<file path="config.mk">
export PLATFORM = sky130hd
export DESIGN_NAME = fpio_stream_ctrl
export DESIGN_NICKNAME = d
export VERILOG_FILES = /design/src/rtl/fpio_stream_pkg.sv /design/src/rtl/fpio_sync_fifo.sv /design/src/rtl/fpio_stream_ctrl.sv
export SDC_FILE = /design/constraint.sdc
export NUM_CORES = 2
export LEC_CHECK = 0
export CAP_MARGIN = 20
export CORE_MARGIN = 3
export CORE_UTILIZATION = 63
export DETAILED_ROUTE_END_ITERATION = 12
export PLACE_DENSITY = 0.76
export SETUP_SLACK_MARGIN = 0.05
export SYNTH_ARGS = -nofsm -noshare
export SYNTH_HDL_FRONTEND = slang
export SYNTH_SLANG_ARGS = --single-unit
export TNS_END_PERCENT = 20
</file>
<file path="constraint.sdc">
create_clock -name clk -period 6.45 [get_ports clk]
set_input_delay 1.6125 -clock clk [delete_from_list [all_inputs] [get_ports clk]]
set_output_delay 1.6125 -clock clk [all_outputs]
set_load 0.05 [all_outputs]
</file>
<file path="src/rtl/fpio_stream_pkg.sv">
// Shared constants for the FIFO I/O stream controller: host register map,
// CTRL bit positions and the STATUS vector layout.
package fpio_stream_pkg;

  localparam int A_TXDATA  = 0;
  localparam int A_TXFREE  = 1;
  localparam int A_RXDATA  = 2;
  localparam int A_RXCOUNT = 3;
  localparam int A_CTRL    = 4;
  localparam int A_DIVISOR = 5;
  localparam int A_STATUS  = 6;
  localparam int A_IRQEN   = 7;
  localparam int A_TXTHR   = 8;
  localparam int A_RXTHR   = 9;

  localparam int CTRL_TX_EN    = 0;
  localparam int CTRL_RX_EN    = 1;
  localparam int CTRL_TX_FLUSH = 2;
  localparam int CTRL_RX_FLUSH = 3;

  localparam int ST_TX_OVF = 0;
  localparam int ST_RX_UNF = 1;

  // Low two bits are sticky error flags, upper two are live threshold levels.
  typedef struct packed {
    logic rx_high;
    logic tx_low;
    logic rx_unf;
    logic tx_ovf;
  } status_t;

endpackage

</file>
<file path="src/rtl/fpio_sync_fifo.sv">
// First-word-fall-through synchronous FIFO with flush; a push into a full
// FIFO or a pop from an empty one is ignored.
module fpio_sync_fifo #(
  parameter int FIFO_BITS  = 8,
  parameter int DATA_WIDTH = 8
) (
  input  logic                  clk,
  input  logic                  rstn,
  input  logic                  push,
  input  logic                  pop,
  input  logic                  flush,
  input  logic [DATA_WIDTH-1:0] wdata,
  output logic [DATA_WIDTH-1:0] rdata,
  output logic [FIFO_BITS:0]    count,
  output logic                  full,
  output logic                  empty
);
  localparam int DEPTH = 1 << FIFO_BITS;
  localparam logic [FIFO_BITS:0] FULL_CNT = (FIFO_BITS+1)'(DEPTH);
  localparam logic [FIFO_BITS:0] ONE      = (FIFO_BITS+1)'(1);

  logic [DATA_WIDTH-1:0] mem [DEPTH];
  logic [FIFO_BITS:0]    wr_ptr;
  logic [FIFO_BITS:0]    rd_ptr;
  logic                  do_push;
  logic                  do_pop;

  // Pointers carry one extra wrap bit so the difference is the occupancy.
  assign count   = wr_ptr - rd_ptr;
  assign full    = (count == FULL_CNT);
  assign empty   = (count == '0);
  assign do_push = push && !full;
  assign do_pop  = pop && !empty;
  assign rdata   = mem[rd_ptr[FIFO_BITS-1:0]];

  always_ff @(posedge clk or negedge rstn) begin
    if (!rstn) begin
      wr_ptr <= '0;
      rd_ptr <= '0;
    end else if (flush) begin
      wr_ptr <= '0;
      rd_ptr <= '0;
    end else begin
      if (do_push) wr_ptr <= wr_ptr + ONE;
      if (do_pop)  rd_ptr <= rd_ptr + ONE;
    end
  end

  always_ff @(posedge clk) begin
    if (do_push && !flush) mem[wr_ptr[FIFO_BITS-1:0]] <= wdata;
  end

endmodule

</file>
<file path="src/rtl/fpio_stream_ctrl.sv">
// Host-programmable bridge between a word-addressed register bus and paced
// outbound / inbound valid-ready streams, with error flags and interrupts.
module fpio_stream_ctrl
  import fpio_stream_pkg::*;
#(
  parameter int FIFO_BITS  = 8,
  parameter int DATA_WIDTH = 8,
  parameter int ADDR_BITS  = 4
) (
  input  logic                  clk,
  input  logic                  rstn,
  output logic                  irq,
  input  logic [ADDR_BITS-1:0]  host_addr,
  input  logic                  host_write_en,
  input  logic [31:0]           host_write_data,
  input  logic                  host_read_en,
  output logic [31:0]           host_read_data,
  output logic [DATA_WIDTH-1:0] dat_o_data,
  output logic                  dat_o_valid,
  input  logic                  dat_o_ready,
  input  logic [DATA_WIDTH-1:0] dat_i_data,
  input  logic                  dat_i_valid,
  output logic                  dat_i_ready
);
  localparam int DEPTH = 1 << FIFO_BITS;
  typedef logic [FIFO_BITS:0]   cnt_t;
  typedef logic [ADDR_BITS-1:0] addr_t;

  logic        tx_en;
  logic        rx_en;
  logic [15:0] divisor;
  logic [15:0] pace_cnt;
  logic        tx_ovf;
  logic        rx_unf;
  logic [3:0]  irq_en;
  cnt_t        tx_thr;
  cnt_t        rx_thr;

  cnt_t                  tx_count;
  cnt_t                  rx_count;
  logic                  tx_full, tx_empty, rx_full, rx_empty;
  logic [DATA_WIDTH-1:0] rx_head;
  status_t               status;

  logic wr_txdata, wr_ctrl, wr_div, wr_status, wr_irqen, wr_txthr, wr_rxthr;
  logic rd_rxdata;
  logic tx_pop, tx_flush, rx_push, rx_pop, rx_flush;
  logic tx_ovf_set, rx_unf_set, tx_ovf_clr, rx_unf_clr;
  logic unused_wdata;

  assign wr_txdata = host_write_en && (host_addr == addr_t'(A_TXDATA));
  assign wr_ctrl   = host_write_en && (host_addr == addr_t'(A_CTRL));
  assign wr_div    = host_write_en && (host_addr == addr_t'(A_DIVISOR));
  assign wr_status = host_write_en && (host_addr == addr_t'(A_STATUS));
  assign wr_irqen  = host_write_en && (host_addr == addr_t'(A_IRQEN));
  assign wr_txthr  = host_write_en && (host_addr == addr_t'(A_TXTHR));
  assign wr_rxthr  = host_write_en && (host_addr == addr_t'(A_RXTHR));
  assign rd_rxdata = host_read_en  && (host_addr == addr_t'(A_RXDATA));

  assign tx_flush    = wr_ctrl && host_write_data[CTRL_TX_FLUSH];
  assign rx_flush    = wr_ctrl && host_write_data[CTRL_RX_FLUSH];
  assign dat_o_valid = tx_en && !tx_empty && (pace_cnt == 16'd0);
  assign tx_pop      = dat_o_valid && dat_o_ready;
  assign dat_i_ready = rx_en && !rx_full;
  assign rx_push     = dat_i_valid && dat_i_ready;
  assign rx_pop      = rd_rxdata && !rx_empty;

  // Errors are judged on pre-edge full/empty; a set beats a same-cycle clear.
  assign tx_ovf_set = wr_txdata && tx_full;
  assign rx_unf_set = rd_rxdata && rx_empty;
  assign tx_ovf_clr = wr_status && host_write_data[ST_TX_OVF];
  assign rx_unf_clr = wr_status && host_write_data[ST_RX_UNF];

  assign status.tx_ovf  = tx_ovf;
  assign status.rx_unf  = rx_unf;
  assign status.tx_low  = (tx_count <= tx_thr);
  assign status.rx_high = (rx_count >= rx_thr);

  assign unused_wdata = ^host_write_data;

  fpio_sync_fifo #(.FIFO_BITS(FIFO_BITS), .DATA_WIDTH(DATA_WIDTH)) u_tx_fifo (
    .clk   (clk),
    .rstn  (rstn),
    .push  (wr_txdata),
    .pop   (tx_pop),
    .flush (tx_flush),
    .wdata (host_write_data[DATA_WIDTH-1:0]),
    .rdata (dat_o_data),
    .count (tx_count),
    .full  (tx_full),
    .empty (tx_empty)
  );

  fpio_sync_fifo #(.FIFO_BITS(FIFO_BITS), .DATA_WIDTH(DATA_WIDTH)) u_rx_fifo (
    .clk   (clk),
    .rstn  (rstn),
    .push  (rx_push),
    .pop   (rx_pop),
    .flush (rx_flush),
    .wdata (dat_i_data),
    .rdata (rx_head),
    .count (rx_count),
    .full  (rx_full),
    .empty (rx_empty)
  );

  always_ff @(posedge clk or negedge rstn) begin
    if (!rstn) begin
      tx_en    <= 1'b0;
      rx_en    <= 1'b0;
      divisor  <= '0;
      pace_cnt <= '0;
      tx_ovf   <= 1'b0;
      rx_unf   <= 1'b0;
      irq_en   <= '0;
      tx_thr   <= '0;
      rx_thr   <= '0;
      irq      <= 1'b0;
    end else begin
      if (wr_ctrl) begin
        tx_en <= host_write_data[CTRL_TX_EN];
        rx_en <= host_write_data[CTRL_RX_EN];
      end
      if (wr_div)   divisor <= host_write_data[15:0];
      if (wr_irqen) irq_en  <= host_write_data[3:0];
      if (wr_txthr) tx_thr  <= host_write_data[FIFO_BITS:0];
      if (wr_rxthr) rx_thr  <= host_write_data[FIFO_BITS:0];

      tx_ovf <= tx_ovf_set || (tx_ovf && !tx_ovf_clr);
      rx_unf <= rx_unf_set || (rx_unf && !rx_unf_clr);
      irq    <= |(status & irq_en);

      // Each accepted beat reloads the gap; a flush abandons any countdown.
      if (tx_flush)              pace_cnt <= '0;
      else if (tx_pop)           pace_cnt <= divisor;
      else if (pace_cnt != '0)   pace_cnt <= pace_cnt - 16'd1;
    end
  end

  always_comb begin
    host_read_data = '0;
    case (host_addr)
      addr_t'(A_TXFREE):  host_read_data = 32'(cnt_t'(DEPTH) - tx_count);
      addr_t'(A_RXDATA):  host_read_data = rx_empty ? 32'd0 : 32'(rx_head);
      addr_t'(A_RXCOUNT): host_read_data = 32'(rx_count);
      addr_t'(A_CTRL):    host_read_data = {30'd0, rx_en, tx_en};
      addr_t'(A_DIVISOR): host_read_data = {16'd0, divisor};
      addr_t'(A_STATUS):  host_read_data = {28'd0, status};
      addr_t'(A_IRQEN):   host_read_data = {28'd0, irq_en};
      addr_t'(A_TXTHR):   host_read_data = 32'(tx_thr);
      addr_t'(A_RXTHR):   host_read_data = 32'(rx_thr);
      default:            host_read_data = '0;
    endcase
  end

endmodule

</file>
==> key figures <==
Global routing
  – GRT Util Overall: 0.3326
  – Vias in the first global route: 86,980
  – Grt ovf: 0
  – First-pass GRT wire length: 639.6 mm
  – Initial antenna violation count: 16
  – Largest net degree at the start of global routing: 209

STA
  – RSZ-0062 raised after global routing: true
  – Setup TNS Final: -0.1567 ns
  – Relative slew slack: 0.07992
  – Final WS setup: -0.1020 ns
  – Final setup vio count: 3
  – Max Slew Vio Count: 0
  – Tightest Pin Transition: 1.380 ns
  – Tcrit/Tclk final: 1.016
  – Hold Fails Final Rpt: 0
  – Highest Clock Rate: 152.6 MHz
  – Tmin final: 6.552 ns
  – Fin Clk Skew: 0.06560 ns

Drt
  – WL final: 445.9 mm
  – Post-route ant nets: 0
  – DRC: 0
  – Routed via count: 87,000
  – Wire per inst: 36.79 µm
  – Routed vias/inst: 7.179
  – DRT iter0 DRCs: 13,910
  – Detailed Routing Iterations Pass 1: 7

Die
  – Core area: 0.2602 mm²
  – Initial core utilization: 0.6343
  – Die width: 517.8 µm
  – I/O pin count: 93
  – Die area: 0.2681 mm²
  – Num rows: 187
  – Die H: 517.8 µm

Critical path
  – Largest fanout on the critical path: 36
  – CP Class: flip-flop to primary output
  – Largest delay contributor family on the critical path: compound AO/OA/AOI/OAI gates
  – Critical path buffers and inverters: 3
  – Worst Path Required: 4.84 ns
  – Crit-path most repeated cell: mux4_2
  – Crit path DAT: 4.94 ns
  – Critical path's slowest cell: mux4_2
  – Reg2reg setup slack: 0.90 ns
  – CP endpoint kind: primary output
  – Startpoint Class: flip-flop
  – CP max stage delay: 0.59 ns
  – Cell Chain, Critical Path: buf_16, buf_8, mux4_2, mux4_2, a22o_1, a221oi_1, o221ai_1, buf_4

Logic synthesis
  – Yosys top cell by area: edfxtp_1
  – Post-synth EDFFs: 4,096
  – Mapped Cells: 7,904
  – Post-Syn Nets: 8,004
  – Post-synthesis cell type count: 82
  – Synth top area cells: edfxtp_1, mux4_2, nor2_1
  – #FFs+latches synth: 4,191
  – Synth warn: 0
  – Async S/R FF share, synth: 0.02267
  – Prevailing post-synth register cell: edfxtp_1
  – Post-synth top area share: 0.7453
  – Seq/Total Area, Yosys: 0.7597
  – Mean area per synthesized cell: 20.88 µm²
  – Synth Cell Area: 0.1650 mm²

CTS
  – Clock Tree Root: clkbuf_16
  – Num CTS Buffers: 408
  – Clk buf depth: 4
  – CTS H-tree lvls: 5
  – CTS tree: yes
  – Reg clk slew, reported paths: 0.06 ns
  – Clock latency on the worst-skew pair: 0.94 ns
  – CTS Sinks: 4,191

Place
  – GPL Wtd Cong: 0.9079
  – Dpl cells: 11,330
  – Hpwl dp: 249.8 mm
  – Dpl cell area: 0.1713 mm²
  – PortBufs: 76

Status
  – Status: finished with violations
  – Violated checks: setup timing

Cells and area
  – Fin cells: 12,120
  – Register area: 0.1254 mm²
  – # nets final: 8,373
  – Final core occ: 0.7130
  – Area growth syn-to-layout: 12.41%
  – Multi-input gate area: 0.03742 mm²
  – Post-route cell area: 0.1855 mm²
  – Layout cell share with drive strength beyond 1: 0.2635
  – Filler Cells Inserted: 14,540

Flow run
  – Max-Cap Viols: 0

Power and ir drop
  – Lkg Pwr: 57.36 nW
  – P per Cell Area: 350.1 mW/mm²
  – VDD IR max: 0.3372 mV

Hold path
  – Worst hold path class: flip-flop to flip-flop
==> per-layer routing <==
| layer | vias to the layer above | routed length, µm | part of all wire | track usage |
|---|---|---|---|---|
| met5 | - | 113 | 0.00025 | 0 |
| met3 | 1321 | 49800 | 0.11 | 0.06452 |
| met1 | 45050 | 149400 | 0.34 | 0.4435 |
| met4 | 16 | 30780 | 0.069 | 0.1908 |
| met2 | 7083 | 215800 | 0.48 | 0.5239 |
| li1 | 33520 | - | - | - |
==> stage by stage <==
step           total power, W  setup WS [ns]  hold slack, ns
2_1_floorplan         0.03722         0.2362          0.4642
3_3_place_gp          0.04077         0.1681          0.4919
3_5_place_dp          0.04093         0.2889          0.4980
4_1_cts               0.06473       0.001956          0.5130
5_1_grt               0.06636        -0.1190          0.5299
6_report              0.06494        -0.1020          0.5118
==> report_power, final <==
group	switching (W)	total, W	internal (W)
registers	0.000196	0.0303	0.0301
logic	0.00619	0.0106	0.00440
clock network	0.0103	0.0241	0.0138
total	0.0167	0.0649	0.0482
==> sequential cells by signal, indices dropped and copies added, names as in the netlist, 4 cells and up <==
| register | cells |
|---|---|
| divisor | 16 |
| irq_en | 4 |
| pace_cnt | 16 |
| rx_thr | 9 |
| tx_thr | 9 |
| u_rx_fifo.mem | 2048 |
| u_rx_fifo.rd_ptr | 9 |
| u_rx_fifo.wr_ptr | 9 |
| u_tx_fifo.mem | 2048 |
| u_tx_fifo.rd_ptr | 9 |
| u_tx_fifo.wr_ptr | 9 |
==> cell type report <==
class | instances | share of cell area
Sequential cell | 4191 | 0.6760
Antenna cell | 13 | 0.0001754
Clock inverter | 260 | 0.01427
Inverter | 54 | 0.001160
Multi-Input combinational cell | 3186 | 0.2017
Timing Repair Buffer | 432 | 0.02548
Tap cell | 3496 | 0.02358
Clock buffer | 487 | 0.05759
==> layout by cell type (no fill, tap or decap), types with 33 or more instances in the layout <==
| cell type | instances |
|---|---|
| nand3_1 | 73 |
| o21ai_0 | 48 |
| mux2i_1 | 98 |
| dfrtp_1 | 85 |
| edfxtp_1 | 4096 |
| xnor2_1 | 33 |
| bufinv_16 | 48 |
| buf_4 | 301 |
| clkbuf_16 | 415 |
| clkbuf_1 | 68 |
| clkinv_1 | 97 |
| ha_1 | 47 |
| mux4_2 | 1099 |
| o22ai_1 | 81 |
| inv_1 | 46 |
| a22oi_1 | 68 |
| mux2_2 | 94 |
| nand2_1 | 281 |
| a21oi_1 | 67 |
| a211oi_1 | 41 |
| clkinv_2 | 77 |
| nor2_1 | 651 |
| nor3_1 | 44 |
| buf_12 | 61 |
==> worst paths after layout <==
path,startpoint,endpoint,cells after the start
setup / recovery,u_tx_fifo.rd_ptr[0],dat_o_data[0],8
hold / removal,rx_thr[2],rx_thr[2],1
setup reg to reg,u_tx_fifo.wr_ptr[0],u_tx_fifo.mem[146][6],16
hold reg to reg,rx_thr[2],rx_thr[2],1
max in group asynchronous,rstn,u_rx_fifo.rd_ptr[3],2
min in group asynchronous,rstn,divisor[10],1
==> worst reg2reg max path, delay by kind of cell (launching register included) <==
kind,cells,cell delay [ns]
buf+inv,4,0.43
flops,1,0.46
fa+ha+maj,3,0.78
xor+xnor,1,0.20
simple gates,5,2.81
compound gates,3,0.49
==> cells in the mapped netlist, drive strengths merged, types with 8 or more instances <==
master / count
a2111oi: 19
a211oi: 41
a21o: 9
a21oi: 71
a221oi: 26
a22o: 23
a22oi: 79
a31oi: 28
and2: 12
and3: 14
buf: 263
clkbuf: 210
dfrtp: 95
edfxtp: 4096
ha: 48
inv: 51
mux2: 94
mux2i: 98
mux4: 1099
nand2: 282
nand2b: 29
nand3: 78
nand4: 18
nor2: 659
nor2b: 34
nor3: 46
nor4: 17
o2111ai: 8
o211ai: 18
o21ai: 58
o221ai: 21
o22ai: 81
o31ai: 14
xnor2: 34
xor2: 19
==> timing repair <==
action / in CTS / in global routing
gates resized for setup: 42 / 32
hold buffers: 0 / 0
endpoints found under the setup margin: 17 / 15
endpoints found under the hold margin: 0 / 0
pin swaps: 0 / 7
setup buffers: 9 / 3
gates cloned: 10 / 1
==> cells by family after synthesis <==
kind of cell | after synthesis | synth area share
mux | 1291 | 0.1623
xor+xnor | 53 | 0.002813
fa+ha+maj | 50 | 0.003882
compound gates | 559 | 0.02410
simple gates | 1233 | 0.03196
buf+inv | 527 | 0.01521
flops | 4191 | 0.7597
No activity file was read; power rests on OpenSTA's default activity.
